`src/rtl/uart_cmd_rx_pkg.sv`:
```
// rtl/uart_cmd_rx_pkg.sv - command byte codes and FSM encodings for uart_cmd_rx
package uart_cmd_rx_pkg;

    localparam logic [7:0] CMD_WR = 8'h57;
    localparam logic [7:0] CMD_RD = 8'h52;

    typedef enum logic [1:0] {
        RX_IDLE,
        RX_START,
        RX_DATA,
        RX_STOP
    } rx_state_e;

    typedef enum logic [1:0] {
        ST_CMD,
        ST_ADR,
        ST_DAT,
        ST_BUS
    } cmd_state_e;

endpackage

```
`src/rtl/uart_rx_byte.sv`:
```
// rtl/uart_rx_byte.sv - 8N1 UART byte receiver with synchronizer and framing check
module uart_rx_byte
    import uart_cmd_rx_pkg::*;
#(
    parameter int CLKS_PER_BIT = 434
) (
    input  logic       clk_i,
    input  logic       rst_i,
    input  logic       rxd,
    output logic [7:0] byte_o,
    output logic       byte_vld_o,
    output logic       frm_err_o
);

    localparam int CNT_W = $clog2(CLKS_PER_BIT);
    localparam logic [CNT_W-1:0] HALF_M1 = CNT_W'(CLKS_PER_BIT / 2 - 1);
    localparam logic [CNT_W-1:0] FULL_M1 = CNT_W'(CLKS_PER_BIT - 1);

    rx_state_e        state_q, state_d;
    logic [1:0]       sync_q, sync_d;
    logic             prev_q, prev_d;
    logic [CNT_W-1:0] cnt_q, cnt_d;
    logic [2:0]       idx_q, idx_d;
    logic [7:0]       shift_q, shift_d;
    logic             vld_q, vld_d;
    logic             err_q, err_d;
    logic             line;

    assign line = sync_q[1];

    always_comb begin
        state_d = state_q;
        sync_d  = {sync_q[0], rxd};
        prev_d  = line;
        cnt_d   = cnt_q;
        idx_d   = idx_q;
        shift_d = shift_q;
        vld_d   = 1'b0;
        err_d   = 1'b0;
        case (state_q)
            RX_IDLE: begin
                // only a genuine high-to-low transition starts a frame
                if (prev_q && !line) begin
                    state_d = RX_START;
                    cnt_d   = '0;
                end
            end
            RX_START: begin
                if (cnt_q == HALF_M1) begin
                    cnt_d   = '0;
                    idx_d   = 3'd0;
                    state_d = line ? RX_IDLE : RX_DATA;
                end else begin
                    cnt_d = cnt_q + 1'b1;
                end
            end
            RX_DATA: begin
                if (cnt_q == FULL_M1) begin
                    cnt_d   = '0;
                    shift_d = {line, shift_q[7:1]};
                    idx_d   = idx_q + 3'd1;
                    if (idx_q == 3'd7) begin
                        state_d = RX_STOP;
                    end
                end else begin
                    cnt_d = cnt_q + 1'b1;
                end
            end
            RX_STOP: begin
                if (cnt_q == FULL_M1) begin
                    cnt_d   = '0;
                    state_d = RX_IDLE;
                    vld_d   = line;
                    err_d   = !line;
                end else begin
                    cnt_d = cnt_q + 1'b1;
                end
            end
            default: state_d = RX_IDLE;
        endcase
    end

    always_ff @(posedge clk_i or negedge rst_i) begin
        if (!rst_i) begin
            state_q <= RX_IDLE;
            sync_q  <= 2'b11;
            prev_q  <= 1'b1;
            cnt_q   <= '0;
            idx_q   <= 3'd0;
            shift_q <= 8'h00;
            vld_q   <= 1'b0;
            err_q   <= 1'b0;
        end else begin
            state_q <= state_d;
            sync_q  <= sync_d;
            prev_q  <= prev_d;
            cnt_q   <= cnt_d;
            idx_q   <= idx_d;
            shift_q <= shift_d;
            vld_q   <= vld_d;
            err_q   <= err_d;
        end
    end

    assign byte_o     = shift_q;
    assign byte_vld_o = vld_q;
    assign frm_err_o  = err_q;

endmodule

```
`src/rtl/uart_cmd_rx.sv`:
```
// rtl/uart_cmd_rx.sv - UART command frames to single Wishbone register accesses
module uart_cmd_rx
    import uart_cmd_rx_pkg::*;
#(
    parameter int CLKS_PER_BIT = 434,
    parameter int ACK_TIMEOUT  = 255
) (
    input  logic       clk_i,
    input  logic       rst_i,
    input  logic       rxd,
    output logic       stb_o,
    output logic       we_o,
    output logic [7:0] adr_o,
    output logic [7:0] dat_o,
    input  logic [7:0] dat_i,
    input  logic       ack_i,
    output logic [7:0] rd_dat_o,
    output logic       rd_vld_o,
    output logic       err_o,
    output logic       busy_o
);

    localparam int TMO_W = $clog2(ACK_TIMEOUT + 1);
    localparam logic [TMO_W-1:0] TMO_LAST = TMO_W'(ACK_TIMEOUT - 1);

    logic [7:0] rx_byte;
    logic       rx_vld;
    logic       rx_frm_err;

    uart_rx_byte #(
        .CLKS_PER_BIT(CLKS_PER_BIT)
    ) u_rx (
        .clk_i     (clk_i),
        .rst_i     (rst_i),
        .rxd       (rxd),
        .byte_o    (rx_byte),
        .byte_vld_o(rx_vld),
        .frm_err_o (rx_frm_err)
    );

    cmd_state_e       state_q, state_d;
    logic             stb_q, stb_d;
    logic             we_q, we_d;
    logic [7:0]       adr_q, adr_d;
    logic [7:0]       dat_q, dat_d;
    logic [7:0]       rd_dat_q, rd_dat_d;
    logic             rd_vld_q, rd_vld_d;
    logic             err_q, err_d;
    logic             busy_q, busy_d;
    logic [TMO_W-1:0] tmo_q, tmo_d;

    always_comb begin
        state_d  = state_q;
        stb_d    = stb_q;
        we_d     = we_q;
        adr_d    = adr_q;
        dat_d    = dat_q;
        rd_dat_d = rd_dat_q;
        rd_vld_d = 1'b0;
        err_d    = 1'b0;
        busy_d   = busy_q;
        tmo_d    = tmo_q;
        case (state_q)
            ST_CMD: begin
                if (rx_frm_err) begin
                    err_d = 1'b1;
                end else if (rx_vld && (rx_byte == CMD_WR || rx_byte == CMD_RD)) begin
                    state_d = ST_ADR;
                    we_d    = (rx_byte == CMD_WR);
                    busy_d  = 1'b1;
                end
            end
            ST_ADR: begin
                if (rx_frm_err) begin
                    err_d   = 1'b1;
                    busy_d  = 1'b0;
                    state_d = ST_CMD;
                end else if (rx_vld) begin
                    adr_d = rx_byte;
                    if (we_q) begin
                        state_d = ST_DAT;
                    end else begin
                        state_d = ST_BUS;
                        stb_d   = 1'b1;
                        tmo_d   = '0;
                    end
                end
            end
            ST_DAT: begin
                if (rx_frm_err) begin
                    err_d   = 1'b1;
                    busy_d  = 1'b0;
                    state_d = ST_CMD;
                end else if (rx_vld) begin
                    dat_d   = rx_byte;
                    state_d = ST_BUS;
                    stb_d   = 1'b1;
                    tmo_d   = '0;
                end
            end
            ST_BUS: begin
                // bytes arriving mid-cycle are dropped; the bus cycle runs on
                err_d = rx_vld || rx_frm_err;
                tmo_d = tmo_q + 1'b1;
                if (ack_i) begin
                    stb_d   = 1'b0;
                    busy_d  = 1'b0;
                    state_d = ST_CMD;
                    if (!we_q) begin
                        rd_dat_d = dat_i;
                        rd_vld_d = 1'b1;
                    end
                end else if (tmo_q == TMO_LAST) begin
                    stb_d   = 1'b0;
                    busy_d  = 1'b0;
                    err_d   = 1'b1;
                    state_d = ST_CMD;
                end
            end
            default: state_d = ST_CMD;
        endcase
    end

    always_ff @(posedge clk_i or negedge rst_i) begin
        if (!rst_i) begin
            state_q  <= ST_CMD;
            stb_q    <= 1'b0;
            we_q     <= 1'b0;
            adr_q    <= 8'h00;
            dat_q    <= 8'h00;
            rd_dat_q <= 8'h00;
            rd_vld_q <= 1'b0;
            err_q    <= 1'b0;
            busy_q   <= 1'b0;
            tmo_q    <= '0;
        end else begin
            state_q  <= state_d;
            stb_q    <= stb_d;
            we_q     <= we_d;
            adr_q    <= adr_d;
            dat_q    <= dat_d;
            rd_dat_q <= rd_dat_d;
            rd_vld_q <= rd_vld_d;
            err_q    <= err_d;
            busy_q   <= busy_d;
            tmo_q    <= tmo_d;
        end
    end

    assign stb_o    = stb_q;
    assign we_o     = we_q;
    assign adr_o    = adr_q;
    assign dat_o    = dat_q;
    assign rd_dat_o = rd_dat_q;
    assign rd_vld_o = rd_vld_q;
    assign err_o    = err_q;
    assign busy_o   = busy_q;

endmodule

```
`config.mk`:
```
export PLATFORM = sky130hd
export DESIGN_NAME = uart_cmd_rx
export DESIGN_NICKNAME = d
export VERILOG_FILES = /design/src/rtl/uart_cmd_rx_pkg.sv /design/src/rtl/uart_rx_byte.sv /design/src/rtl/uart_cmd_rx.sv
export SDC_FILE = /design/constraint.sdc
export NUM_CORES = 1
export LEC_CHECK = 0
export ABC_AREA = 1
export ABC_CLOCK_PERIOD_IN_PS = 2000
export CORE_MARGIN = 3
export CORE_UTILIZATION = 30
export DETAILED_ROUTE_END_ITERATION = 12
export GPL_TIMING_DRIVEN = 0
export PLACE_DENSITY_LB_ADDON = 0.05
export RECOVER_POWER = 25
export SLEW_MARGIN = 20
export SYNTH_ARGS = -nofsm -noshare
export SYNTH_HDL_FRONTEND = slang
export SYNTH_SLANG_ARGS = --single-unit
```
`constraint.sdc`:
```
create_clock -name clk_i -period 2 [get_ports clk_i]
set_clock_uncertainty 0.05 [all_clocks]
set_input_delay 0.5 -clock clk_i [delete_from_list [all_inputs] [get_ports clk_i]]
set_output_delay 0.5 -clock clk_i [all_outputs]
set_load 0.02 [all_outputs]
```
==> results of run 1 <==
==> where the power goes <==
| group | internal (mW) | leakage [nW] | switching (mW) | total [mW] |
|---|---|---|---|---|
| Clock | 0.573 | 0.0990 | 0.547 | 1.12 |
| Combinational | 0.237 | 0.918 | 0.459 | 0.695 |
| Sequential | 1.39 | 0.893 | 0.0617 | 1.46 |
==> layout by cell type, fill, tap and decap left out, types with 2 or more instances in the layout <==
| cell | count |
|---|---|
| sky130_fd_sc_hd__a21oi_1 | 4 |
| sky130_fd_sc_hd__clkbuf_1 | 2 |
| sky130_fd_sc_hd__clkbuf_8 | 9 |
| sky130_fd_sc_hd__clkdlybuf4s50_1 | 37 |
| sky130_fd_sc_hd__clkinv_1 | 2 |
| sky130_fd_sc_hd__clkinv_2 | 3 |
| sky130_fd_sc_hd__clkinv_4 | 3 |
| sky130_fd_sc_hd__dfrtp_1 | 63 |
| sky130_fd_sc_hd__dfstp_2 | 2 |
| sky130_fd_sc_hd__dlygate4sd3_1 | 2 |
| sky130_fd_sc_hd__ha_1 | 16 |
| sky130_fd_sc_hd__inv_1 | 43 |
| sky130_fd_sc_hd__inv_2 | 2 |
| sky130_fd_sc_hd__nand2_1 | 125 |
| sky130_fd_sc_hd__nand2_2 | 3 |
| sky130_fd_sc_hd__nand2_4 | 4 |
| sky130_fd_sc_hd__nand3_1 | 13 |
| sky130_fd_sc_hd__nand3b_1 | 6 |
| sky130_fd_sc_hd__nand4_1 | 9 |
| sky130_fd_sc_hd__nor2_1 | 17 |
| sky130_fd_sc_hd__nor2_2 | 3 |
| sky130_fd_sc_hd__nor2_4 | 2 |
| sky130_fd_sc_hd__nor3_1 | 7 |
| sky130_fd_sc_hd__o21ai_0 | 26 |
| sky130_fd_sc_hd__o21ai_1 | 8 |
| sky130_fd_sc_hd__o21ai_2 | 4 |
| sky130_fd_sc_hd__xor2_1 | 2 |
==> cell usage after synthesis <==
master                     count  share of area [%]
sky130_fd_sc_hd__ha_1         16                6.2
sky130_fd_sc_hd__o21ai_1       8                1.2
sky130_fd_sc_hd__nor3_4        1               0.50
sky130_fd_sc_hd__nand3b_1      6                1.4
sky130_fd_sc_hd__o21bai_1      1               0.23
sky130_fd_sc_hd__nand3_2       1               0.31
sky130_fd_sc_hd__nand3_4       1               0.54
sky130_fd_sc_hd__nand2_4       4                1.4
sky130_fd_sc_hd__nor3_1        7                1.1
sky130_fd_sc_hd__nand2_1     125                 14
sky130_fd_sc_hd__dfrtp_1      63                 49
sky130_fd_sc_hd__nor3b_1       1               0.23
sky130_fd_sc_hd__a21oi_1       4               0.62
sky130_fd_sc_hd__xnor2_1       1               0.27
sky130_fd_sc_hd__nand3_1      13                2.0
sky130_fd_sc_hd__buf_6         1               0.35
sky130_fd_sc_hd__nand2_2       3               0.58
sky130_fd_sc_hd__nor2_2        3               0.58
sky130_fd_sc_hd__dfstp_2       3                2.4
sky130_fd_sc_hd__o21ai_0      26                4.0
sky130_fd_sc_hd__a21o_1        1               0.23
sky130_fd_sc_hd__inv_2         2               0.23
sky130_fd_sc_hd__nand2_8       1               0.62
sky130_fd_sc_hd__xor2_1        2               0.54
sky130_fd_sc_hd__o22ai_1       1               0.19
sky130_fd_sc_hd__o21ai_2       4                1.1
sky130_fd_sc_hd__nor2_4        2               0.69
sky130_fd_sc_hd__clkinv_1      2               0.23
sky130_fd_sc_hd__nand4_1       9                1.7
sky130_fd_sc_hd__nor2_1       17                2.0
sky130_fd_sc_hd__inv_1        43                5.0
sky130_fd_sc_hd__clkbuf_1      2               0.23
sky130_fd_sc_hd__clkinv_4      1               0.27
==> kinds of logic (layout without fill, tap and decap cells) <==
logic type / after synthesis / count (layout) / synth area share, %
flops: 66 / 66 / 51.0
compound gates: 45 / 45 / 7.60
buf+inv: 51 / 109 / 6.29
simple gates: 194 / 194 / 28.1
xor+xnor: 3 / 3 / 0.810
fa+ha+maj: 16 / 16 / 6.17
==> path summary, 6_finish.rpt <==
path,from,end,slack [ns],cells past startpoint
worst max-delay path,rd_dat_o[2]$_DFFE_PN0P_,rd_dat_o[2],0.15,1
worst min-delay path,u_rx.sync_q[0]$_DFF_PN1_,u_rx.sync_q[1]$_DFF_PN1_,0.31,0
worst max register to register,state_q[0]$_DFFE_PN0P_,tmo_q[4]$_DFFE_PN0P_,0.20,8
worst min register to register,u_rx.sync_q[0]$_DFF_PN1_,u_rx.sync_q[1]$_DFF_PN1_,0.31,0
max in group asynchronous,rst_i,u_rx.sync_q[0]$_DFF_PN1_,0.56,3
min in group asynchronous,rst_i,adr_o[6]$_DFFE_PN0P_,0.64,2
==> layer usage <==
metal	GRT usage [%]	part of all wire, %	vias to the layer above
met3	2.85	4.7	10
met5	0	0	-
met1	17.1	51	1161
met2	18.7	43	43
li1	-	-	1293
met4	5.16	1.6	0
==> cell type report <==
cell class | instances | area (um^2)
Buffer | 3 | 18.8
Multi-Input combinational cell | 258 | 1380
Tap cell | 136 | 170
Clock buffer | 9 | 124
Timing Repair Buffer | 42 | 432
Inverter | 48 | 185
Sequential cell | 66 | 1660
Clock inverter | 7 | 70.1
Fill cell | 1080 | 6380
==> what timing repair did <==
| item | 4_1_cts | 5_1_grt |
|---|---|---|
| buffers inserted | 0 | 0 |
| pin swaps | 0 | 1 |
| endpoints found under the setup margin | 1 | 1 |
| endpoints found under the hold margin | 13 | 0 |
| hold buffers | 1 | 0 |
| gates resized for setup | 1 | 0 |
==> worst register-to-register path, cell delays in order, from the launching register on <==
cell and delay [ns]:
sky130_fd_sc_hd__dfrtp_1 0.42, sky130_fd_sc_hd__inv_1 0.10, sky130_fd_sc_hd__ha_1 0.24, sky130_fd_sc_hd__nor2_1 0.23, sky130_fd_sc_hd__o21ai_2 0.17, sky130_fd_sc_hd__nor3_1 0.29
sky130_fd_sc_hd__nand2_1 0.09, sky130_fd_sc_hd__nand2_1 0.07, sky130_fd_sc_hd__nor2_1 0.04
==> sequential cells by signal (all words and copies together), names as in the netlist, 2 cells and up, named ones only <==
signal	flops
u_rx.cnt_q	9
adr_o	8
dat_o	8
rd_dat_o	8
tmo_q	8
u_rx.byte_o	8
u_rx.idx_q	3
state_q	2
u_rx.sync_q	2
==> flow_metrics.env, run 1 <==
export IMPL_yosys_register_bits=66
export IMPL_fin_crit_sh_pct=92.6
export IMPL_post_synth_cell_area_avg_um2=8.65
export IMPL_initialDrtViolationCount=71
export IMPL_cts_max_path_buffers=2
export IMPL_via_count_of_the_first_global_routing_pass=2562
export IMPL_grt_antenna_before_repair=0
export IMPL_worstPathArrival_ns=1.30
export IMPL_numPlacedInstances=552
export IMPL_critical_path_startpoint_type="register"
export IMPL_effective_utilization_at_floorplan_pct=31.1
export IMPL_numPortBuffers=40
export IMPL_synth_cell_type_count=33
export IMPL_design_die_area_mm2=0.0121
export IMPL_required_ns=1.45
export IMPL_core_rowCount=37
export IMPL_dp_hpwl_um=4790
export IMPL_antenna_violating_nets_post_route=0
export IMPL_power_mw=3.27
export IMPL_cts_buffers=9
export IMPL_clock_insertion_delay_worst_skew_ns=0.34
export IMPL_rsz0062_at_grt="no"
export IMPL_status="completed"
export IMPL_postPlaceCellArea_mm2=0.00384
export IMPL_route_final_wire_length_um=6730
export IMPL_die_height_um=110
export IMPL_count_of_boundary_i_o_pins=41
export IMPL_cts_sink_count=66
export IMPL_largest_stage_delay_worst_path_ns=0.62
export IMPL_dr_pass1_iterations=4
export IMPL_grt_pass1_wl_um=11800
export IMPL_max_freq_mhz=540
export IMPL_power_density_mw_per_mm2=810
export IMPL_critical_path_slowest_cell="sky130_fd_sc_hd__clkdlybuf4s50_1"
export IMPL_synth_warning_count=0
export IMPL_post_drt_via_cell_ratio=4.41
export IMPL_cts_htree_levels=3
export IMPL_dr_total_vias=2507
export IMPL_final_cells=569
export IMPL_post_synth_inst_count=375
export IMPL_worstSetupPathType="reg -> out"
export IMPL_cp_cell_sequence="clkdlybuf4s50_1"
export IMPL_die_boundary_width_um=110
export IMPL_maxcap_viol_count=0
export IMPL_final_antenna_diode_count=0
export IMPL_finalHoldViolCount=0
export IMPL_tns_ns=0
export IMPL_area_growth_pct=24.5
export IMPL_crit_family="buffers and inverters"
export IMPL_coreArea_mm2=0.0104
export IMPL_drive_gt1_share_pct=10.2
export IMPL_slew_violations=0
export IMPL_pre_cts_ws_ns=-0.0862
export IMPL_worst_path_max_fanout=2
export IMPL_cts_reportedPaths_clkPinSlew_ns=0.07
export IMPL_avgRoutedWirePerCell_um=11.8
export IMPL_grt_start_max_net_pins=47
export IMPL_gr_total_overflow=0
export IMPL_layout_setup_ws_ns=0.148
export IMPL_min_delay_worst_type="reg -> reg"
export IMPL_critical_path_n_buffers_inverters=1
export IMPL_p_leak_nw=1.91
export IMPL_drc=0
export IMPL_final_util_pct=38.8
export IMPL_stdcell_area_mm2=0.00404
export IMPL_critPathCaptureType="output pin"
export IMPL_finalSetupViolCount=0
export IMPL_grt_util_all_layers_pct=12.4
export IMPL_synth_net_count=403
export IMPL_final_period_minus_worst_setup_slack_ns=1.85
export IMPL_clock_tree_from_tritoncts="built"
export IMPL_timing_max_slew_rel_slack_pct=60.1
export IMPL_root_cell_of_the_clock_tree="sky130_fd_sc_hd__clkbuf_8"
export IMPL_hold_ws_ns=0.313
export IMPL_worst_pin_slew_ns=0.599
export IMPL_synth_seq_area_share_pct=51.0
export IMPL_max_vdd_ir_drop_uv=374
export IMPL_finish_net_count=456
export IMPL_synth_area_mm2=0.00324
export IMPL_final_replace_weighted_congestion=0.792
(Power assumes the default switching activity.)
==> inputs of run 2 (changes only) <==
Settings changed: ABC_CLOCK_PERIOD_IN_PS 2000 to 1500, SETUP_SLACK_MARGIN set to 0.5.
Clock period 2 ns to 1.5 ns, I/O delays scaled along.
==> run 2 against run 1 <==
The run now ends with negative setup slack left; via count is 11% higher; clock power is 38% higher; combinational power is 100% higher; critical path depth is 7 higher; flip-flop and latch count stayed put; global-route usage is 1.2 points higher; sequential share of layout area is 8.3 points lower; critical endpoint is now tmo_q[3]$_DFFE_PN0P_; highest routed layer unchanged.
==> flow_metrics.env, run 2 (synthesized netlist as in run 1, its figures left out) <==
export IMPL_status="finished, violations left"
export IMPL_violated_checks="negative setup slack"
export IMPL_required_ns=1.68
export IMPL_timing_max_slew_rel_slack_pct=55.1
export IMPL_area_growth_pct=57.1
export IMPL_design_die_area_mm2=0.0121
export IMPL_post_drt_via_cell_ratio=4.43
export IMPL_max_freq_mhz=648
export IMPL_fin_crit_sh_pct=103
export IMPL_final_replace_weighted_congestion=0.803
export IMPL_initialDrtViolationCount=96
export IMPL_final_util_pct=48.9
export IMPL_numPortBuffers=40
export IMPL_finish_net_count=517
export IMPL_power_combinational_fraction_pct=28.5
export IMPL_stdcell_area_mm2=0.00509
export IMPL_worst_path_max_fanout=5
export IMPL_fillerInstances=976
export IMPL_finalHoldViolCount=0
export IMPL_clock_tree_from_tritoncts="built"
export IMPL_p_leak_nw=2.45
export IMPL_rrSetupSlack_ns=-0.04
export IMPL_dr_total_vias=2790
export IMPL_use_met1_pct=18.4
export IMPL_p_sw_share_pct=34.2
export IMPL_worstPathArrival_ns=1.73
export IMPL_min_delay_worst_type="in -> async"
export IMPL_antenna_violating_nets_post_route=0
export IMPL_final_period_minus_worst_setup_slack_ns=1.54
export IMPL_route_final_wire_length_um=7690
export IMPL_startpoint="state_q[1]$_DFFE_PN0P_"
export IMPL_regToRegEndpoint="tmo_q[3]$_DFFE_PN0P_"
export IMPL_avgRoutedWirePerCell_um=12.2
export IMPL_globalRouteMet2Util_pct=21.4
export IMPL_postPlaceCellArea_mm2=0.00394
export IMPL_share_of_power_burned_in_registers_pct=39.8
export IMPL_effective_utilization_at_floorplan_pct=31.1
export IMPL_cts_htree_levels=3
export IMPL_grt_antenna_before_repair=0
export IMPL_clock_insertion_delay_worst_skew_ns=0.34
export IMPL_top_usage_layer="met2"
export IMPL_die_boundary_width_um=110
export IMPL_grt_pass1_wl_um=13100
export IMPL_grt_start_max_net_pins=41
export IMPL_critPathCaptureType="register"
export IMPL_coreArea_mm2=0.0104
export IMPL_via_count_of_the_first_global_routing_pass=2760
export IMPL_drive_gt1_share_pct=44.7
export IMPL_worstSetupPathType="reg -> reg"
export IMPL_largest_register_by_flop_count="u_rx.cnt_q"
export IMPL_dp_hpwl_um=4980
export IMPL_count_of_boundary_i_o_pins=41
export IMPL_grt_util_all_layers_pct=13.6
export IMPL_layout_setup_ws_ns=-0.0438
export IMPL_layout_commonest_cell="sky130_fd_sc_hd__nand2_1"
export IMPL_r2r_cells=8
export IMPL_gr_total_overflow=0
export IMPL_final_antenna_diode_count=0
export IMPL_intPower_mw=3.20
export IMPL_worst_pin_slew_ns=0.673
export IMPL_cts_buffers=9
export IMPL_commonest_cells_after_routing_fill_and_taps_aside="sky130_fd_sc_hd__nand2_1, sky130_fd_sc_hd__dfrtp_1, sky130_fd_sc_hd__buf_6, sky130_fd_sc_hd__buf_4, sky130_fd_sc_hd__inv_1"
export IMPL_drc=0
export IMPL_critical_path_startpoint_type="register"
export IMPL_power_mw=4.87
export IMPL_cts_reportedPaths_clkPinSlew_ns=0.08
export IMPL_rsz0062_at_grt="yes"
export IMPL_tns_ns=-0.202
export IMPL_dr_pass1_iterations=6
export IMPL_finalSetupViolCount=11
export IMPL_timing_critical_path_to="tmo_q[3]$_DFFE_PN0P_"
export IMPL_clkPwrFrac_pct=31.6
export IMPL_grtUsageMet3_pct=3.67
export IMPL_maxcap_viol_count=0
export IMPL_cts_max_path_buffers=2
export IMPL_power_density_mw_per_mm2=956
export IMPL_switchingPower_mw=1.66
export IMPL_largest_register_ffs=9
export IMPL_core_rowCount=37
export IMPL_cts_sink_count=66
export IMPL_max_vdd_ir_drop_uv=839
export IMPL_root_cell_of_the_clock_tree="sky130_fd_sc_hd__clkbuf_8"
export IMPL_die_height_um=110
export IMPL_crit_reg2reg_launch="state_q[1]$_DFFE_PN0P_"
export IMPL_slew_violations=0
run 2: through the flow:
stage,instances,hold WS [ns],setup slack (ns)
after floorplan,375,0.0294,0.0805
after global placement,551,0.297,-2.45
after detailed placement,552,0.279,-0.333
after CTS,605,-0.105,-0.0557
after global routing,630,0.0558,-0.153
final,630,0.00681,-0.0438
run 2: timing repair:
item | 4_1_cts | 5_1_grt
resized for setup | 242 | 74
cloned | 3 | 1
pin swaps | 19 | 15
setup endpoints to repair | 92 | 92
buffers inserted | 34 | 24
endpoints found under the hold margin | 26 | 26
run 2: routing by layer:
metal,up-vias,routed length [um]
met3,7,276
met4,0,75
li1,1434,-
met1,1316,3750
met2,33,3580
met5,-,0
run 2: how the worst min path moves through the flow:
| stage | end | cells after the start | startpoint | slack (ns) |
|---|---|---|---|---|
| finish | tmo_q[4]$_DFFE_PN0P_ | 1 | rst_i | 0.007 |
| global route | tmo_q[4]$_DFFE_PN0P_ | 1 | rst_i | 0.06 |
| global placement | u_rx.sync_q[1]$_DFF_PN1_ | 0 | u_rx.sync_q[0]$_DFF_PN1_ | 0.30 |
| detailed placement | tmo_q[4]$_DFFE_PN0P_ | 1 | rst_i | 0.28 |
| floorplan | asynchronous set/reset pin | 0 | rst_i | 0.03 |
| CTS | tmo_q[4]$_DFFE_PN0P_ | 1 | rst_i | -0.11 |
run 2: final cells by class:
class	count	area, um^2	share of cell area, %
inverter	48	204	4.00
sequential	66	1660	32.7
tap	136	170	3.34
buffer	3	37.5	0.737
clock buffer	10	138	2.70
clock inverter	6	63.8	1.25
multi-input combinational	259	1810	35.6
timing repair buffer	102	1000	19.7
run 2: critical path, stage by stage (launching register included):
cell	delay (ns)
sky130_fd_sc_hd__dfrtp_2	0.44
sky130_fd_sc_hd__inv_4	0.07
sky130_fd_sc_hd__ha_4	0.18
sky130_fd_sc_hd__a21oi_4	0.16
sky130_fd_sc_hd__o21ai_4	0.09
sky130_fd_sc_hd__buf_12	0.14
sky130_fd_sc_hd__nor2_4	0.13
sky130_fd_sc_hd__xnor2_1	0.13
sky130_fd_sc_hd__nor2_1	0.05
run 2: power by group through the flow:
stage / clock [mW] / sequential, mW / combinational, mW
CTS: 1.61 / 1.94 / 1.38
global placement: 0 / 1.97 / 0.956
global route: 1.68 / 1.95 / 1.52
floorplan: 0 / 1.97 / 0.688
finish: 1.54 / 1.94 / 1.39
detailed placement: 0 / 1.98 / 0.959
==> inputs of run 3 (changes only) <==
Settings changed: TNS_END_PERCENT set to 1.
==> run 3 against run 2 <==
The run still ends with negative setup slack left; maximum frequency fell by 1.5%; core utilization fell by 7.1 points; critical path depth did not move; die area unchanged; sequential power is essentially flat; critical endpoint is now tmo_q[2]$_DFFE_PN0P_; highest routed layer unchanged.
==> flow_metrics.env, run 3 (synthesized netlist as in run 1, its figures left out) <==
export IMPL_crit_reg2reg_launch="state_q[1]$_DFFE_PN0P_"
export IMPL_rsz0062_at_grt="yes"
export IMPL_coreArea_mm2=0.0104
export IMPL_initialDrtViolationCount=124
export IMPL_via_count_of_the_first_global_routing_pass=2504
export IMPL_worstSetupPathType="reg -> reg"
export IMPL_cts_buffers=9
export IMPL_timing_max_slew_rel_slack_pct=45.3
export IMPL_critPathCaptureType="register"
export IMPL_worst_path_max_fanout=7
export IMPL_worst_pin_slew_ns=0.821
export IMPL_critical_path_n_buffers_inverters=3
export IMPL_clock_tree_from_tritoncts="built"
export IMPL_hold_ws_ns=0.0631
export IMPL_cts_htree_levels=3
export IMPL_grt_pass1_wl_um=12100
export IMPL_max_freq_mhz=638
export IMPL_gr_total_overflow=0
export IMPL_startpoint="state_q[1]$_DFFE_PN0P_"
export IMPL_dp_hpwl_um=4870
export IMPL_regToRegEndpoint="tmo_q[2]$_DFFE_PN0P_"
export IMPL_dr_total_vias=2544
export IMPL_final_antenna_diode_count=0
export IMPL_worstPathArrival_ns=1.75
export IMPL_cts_max_path_buffers=2
export IMPL_critical_path_slowest_cell="sky130_fd_sc_hd__dfrtp_2"
export IMPL_count_of_boundary_i_o_pins=41
export IMPL_post_drt_via_cell_ratio=4.40
export IMPL_final_replace_weighted_congestion=0.804
export IMPL_drc=0
export IMPL_avgRoutedWirePerCell_um=12.1
export IMPL_cp_cell_sequence="inv_4, ha_4, a21oi_4, o21ai_4, buf_12, nor3_4, buf_4, nor3b_2"
export IMPL_route_final_wire_length_um=7010
export IMPL_final_period_minus_worst_setup_slack_ns=1.57
export IMPL_drive_gt1_share_pct=27.4
export IMPL_finish_net_count=465
export IMPL_design_die_area_mm2=0.0121
export IMPL_clock_insertion_delay_worst_skew_ns=0.34
export IMPL_fin_crit_sh_pct=104
export IMPL_tns_ns=-0.142
export IMPL_antenna_violating_nets_post_route=0
export IMPL_grt_util_all_layers_pct=12.9
export IMPL_crit_family="flip-flops"
export IMPL_core_rowCount=37
export IMPL_required_ns=1.69
export IMPL_root_cell_of_the_clock_tree="sky130_fd_sc_hd__clkbuf_8"
export IMPL_grt_start_max_net_pins=37
export IMPL_layout_commonest_cell="sky130_fd_sc_hd__nand2_1"
export IMPL_dr_pass1_iterations=4
export IMPL_effective_utilization_at_floorplan_pct=31.1
export IMPL_violated_checks="negative setup slack"
export IMPL_layout_setup_ws_ns=-0.0669
export IMPL_die_height_um=110
export IMPL_largest_register_by_flop_count="u_rx.cnt_q"
export IMPL_finalSetupViolCount=6
export IMPL_power_density_mw_per_mm2=1020
export IMPL_die_boundary_width_um=110
export IMPL_grt_antenna_before_repair=0
export IMPL_min_delay_worst_type="in -> async"
export IMPL_numPortBuffers=40
export IMPL_r2r_cells=8
export IMPL_rrSetupSlack_ns=-0.07
export IMPL_commonest_cells_after_routing_fill_and_taps_aside="sky130_fd_sc_hd__nand2_1, sky130_fd_sc_hd__dfrtp_1, sky130_fd_sc_hd__inv_1, sky130_fd_sc_hd__buf_6, sky130_fd_sc_hd__o21ai_0"
export IMPL_finalHoldViolCount=0
export IMPL_critical_path_startpoint_type="register"
export IMPL_cts_reportedPaths_clkPinSlew_ns=0.07
export IMPL_maxcap_viol_count=0
export IMPL_final_util_pct=41.8
export IMPL_max_vdd_ir_drop_uv=480
export IMPL_slew_violations=0
export IMPL_cts_sink_count=66
export IMPL_status="finished, violations left"
export IMPL_p_leak_nw=2.08
export IMPL_largest_stage_delay_worst_path_ns=0.44
export IMPL_area_growth_pct=34.3
export IMPL_largest_register_ffs=9
export IMPL_power_mw=4.44
-- run 3: changes by cell type in the layout (fill, tap and decap cells not counted), sizes merged --
cell / delta
buf: -51
clkbuf: +3
clkinvlp: -2
inv: -1
nand2: -1
-- run 3: metal layers --
layer | share of wire (%) | GRT usage [%] | vias to the layer above
li1 | - | - | 1317
met1 | 49 | 18.0 | 1166
met2 | 44 | 19.0 | 52
met3 | 5.3 | 3.73 | 9
met4 | 1.4 | 4.54 | 0
met5 | 0 | 0 | -
-- run 3: area by class of cell --
class | count | area [um^2]
plain buffers | 3 | 36.3
clock buffers | 13 | 139
clock inverters | 3 | 40.0
fillers | 1087 | 6060
inverters | 48 | 191
multi-input cells | 258 | 1570
flip-flops and latches | 66 | 1660
well taps | 136 | 170
repair buffers | 51 | 543
-- run 3: worst max-delay path by stage --
stage	to	slack [ns]	cells after the start
5_1_grt	register	-0.16	11
6_report	tmo_q[2]$_DFFE_PN0P_	-0.07	8
2_1_floorplan	u_rx.cnt_q[3]$_DFFE_PN0N_	0.08	11
3_5_place_dp	rd_dat_o[0]$_DFFE_PN0P_	-0.42	6
3_3_place_gp	u_rx.cnt_q[2]$_DFFE_PN0N_	-2.45	1
4_1_cts	register	-0.02	11
-- run 3: stage by stage --
step | setup slack, ns | area [um^2] | std cells
finish | -0.0669 | 4360 | 578
global route | -0.155 | 4360 | 578
CTS | -0.0208 | 4200 | 572
detailed placement | -0.424 | 3860 | 552
global placement | -2.45 | 3840 | 551
floorplan | 0.0805 | 3270 | 375
-- run 3: timing repair --
item / CTS / global route
hold endpoints to repair: 28 / 28
setup buffers: 4 / 6
gates resized for setup: 204 / 28
pin swaps: 6 / 16
setup endpoints to repair: 92 / 92
-- run 3: worst register-to-register path, stage by stage, from the launching register on --
cell and delay, ns:
sky130_fd_sc_hd__dfrtp_2 0.44, sky130_fd_sc_hd__inv_4 0.07, sky130_fd_sc_hd__ha_4 0.18, sky130_fd_sc_hd__a21oi_4 0.14
sky130_fd_sc_hd__o21ai_4 0.08, sky130_fd_sc_hd__buf_12 0.14, sky130_fd_sc_hd__nor3_4 0.19, sky130_fd_sc_hd__buf_4 0.14
sky130_fd_sc_hd__nor3b_2 0.03
-- run 3: power breakdown --
part	internal [mW]	switching [mW]	leakage, nW	total, mW
Combinational	0.387	0.665	1.10	1.05
Sequential	1.86	0.0948	0.886	1.96
Clock	0.766	0.660	0.0914	1.43
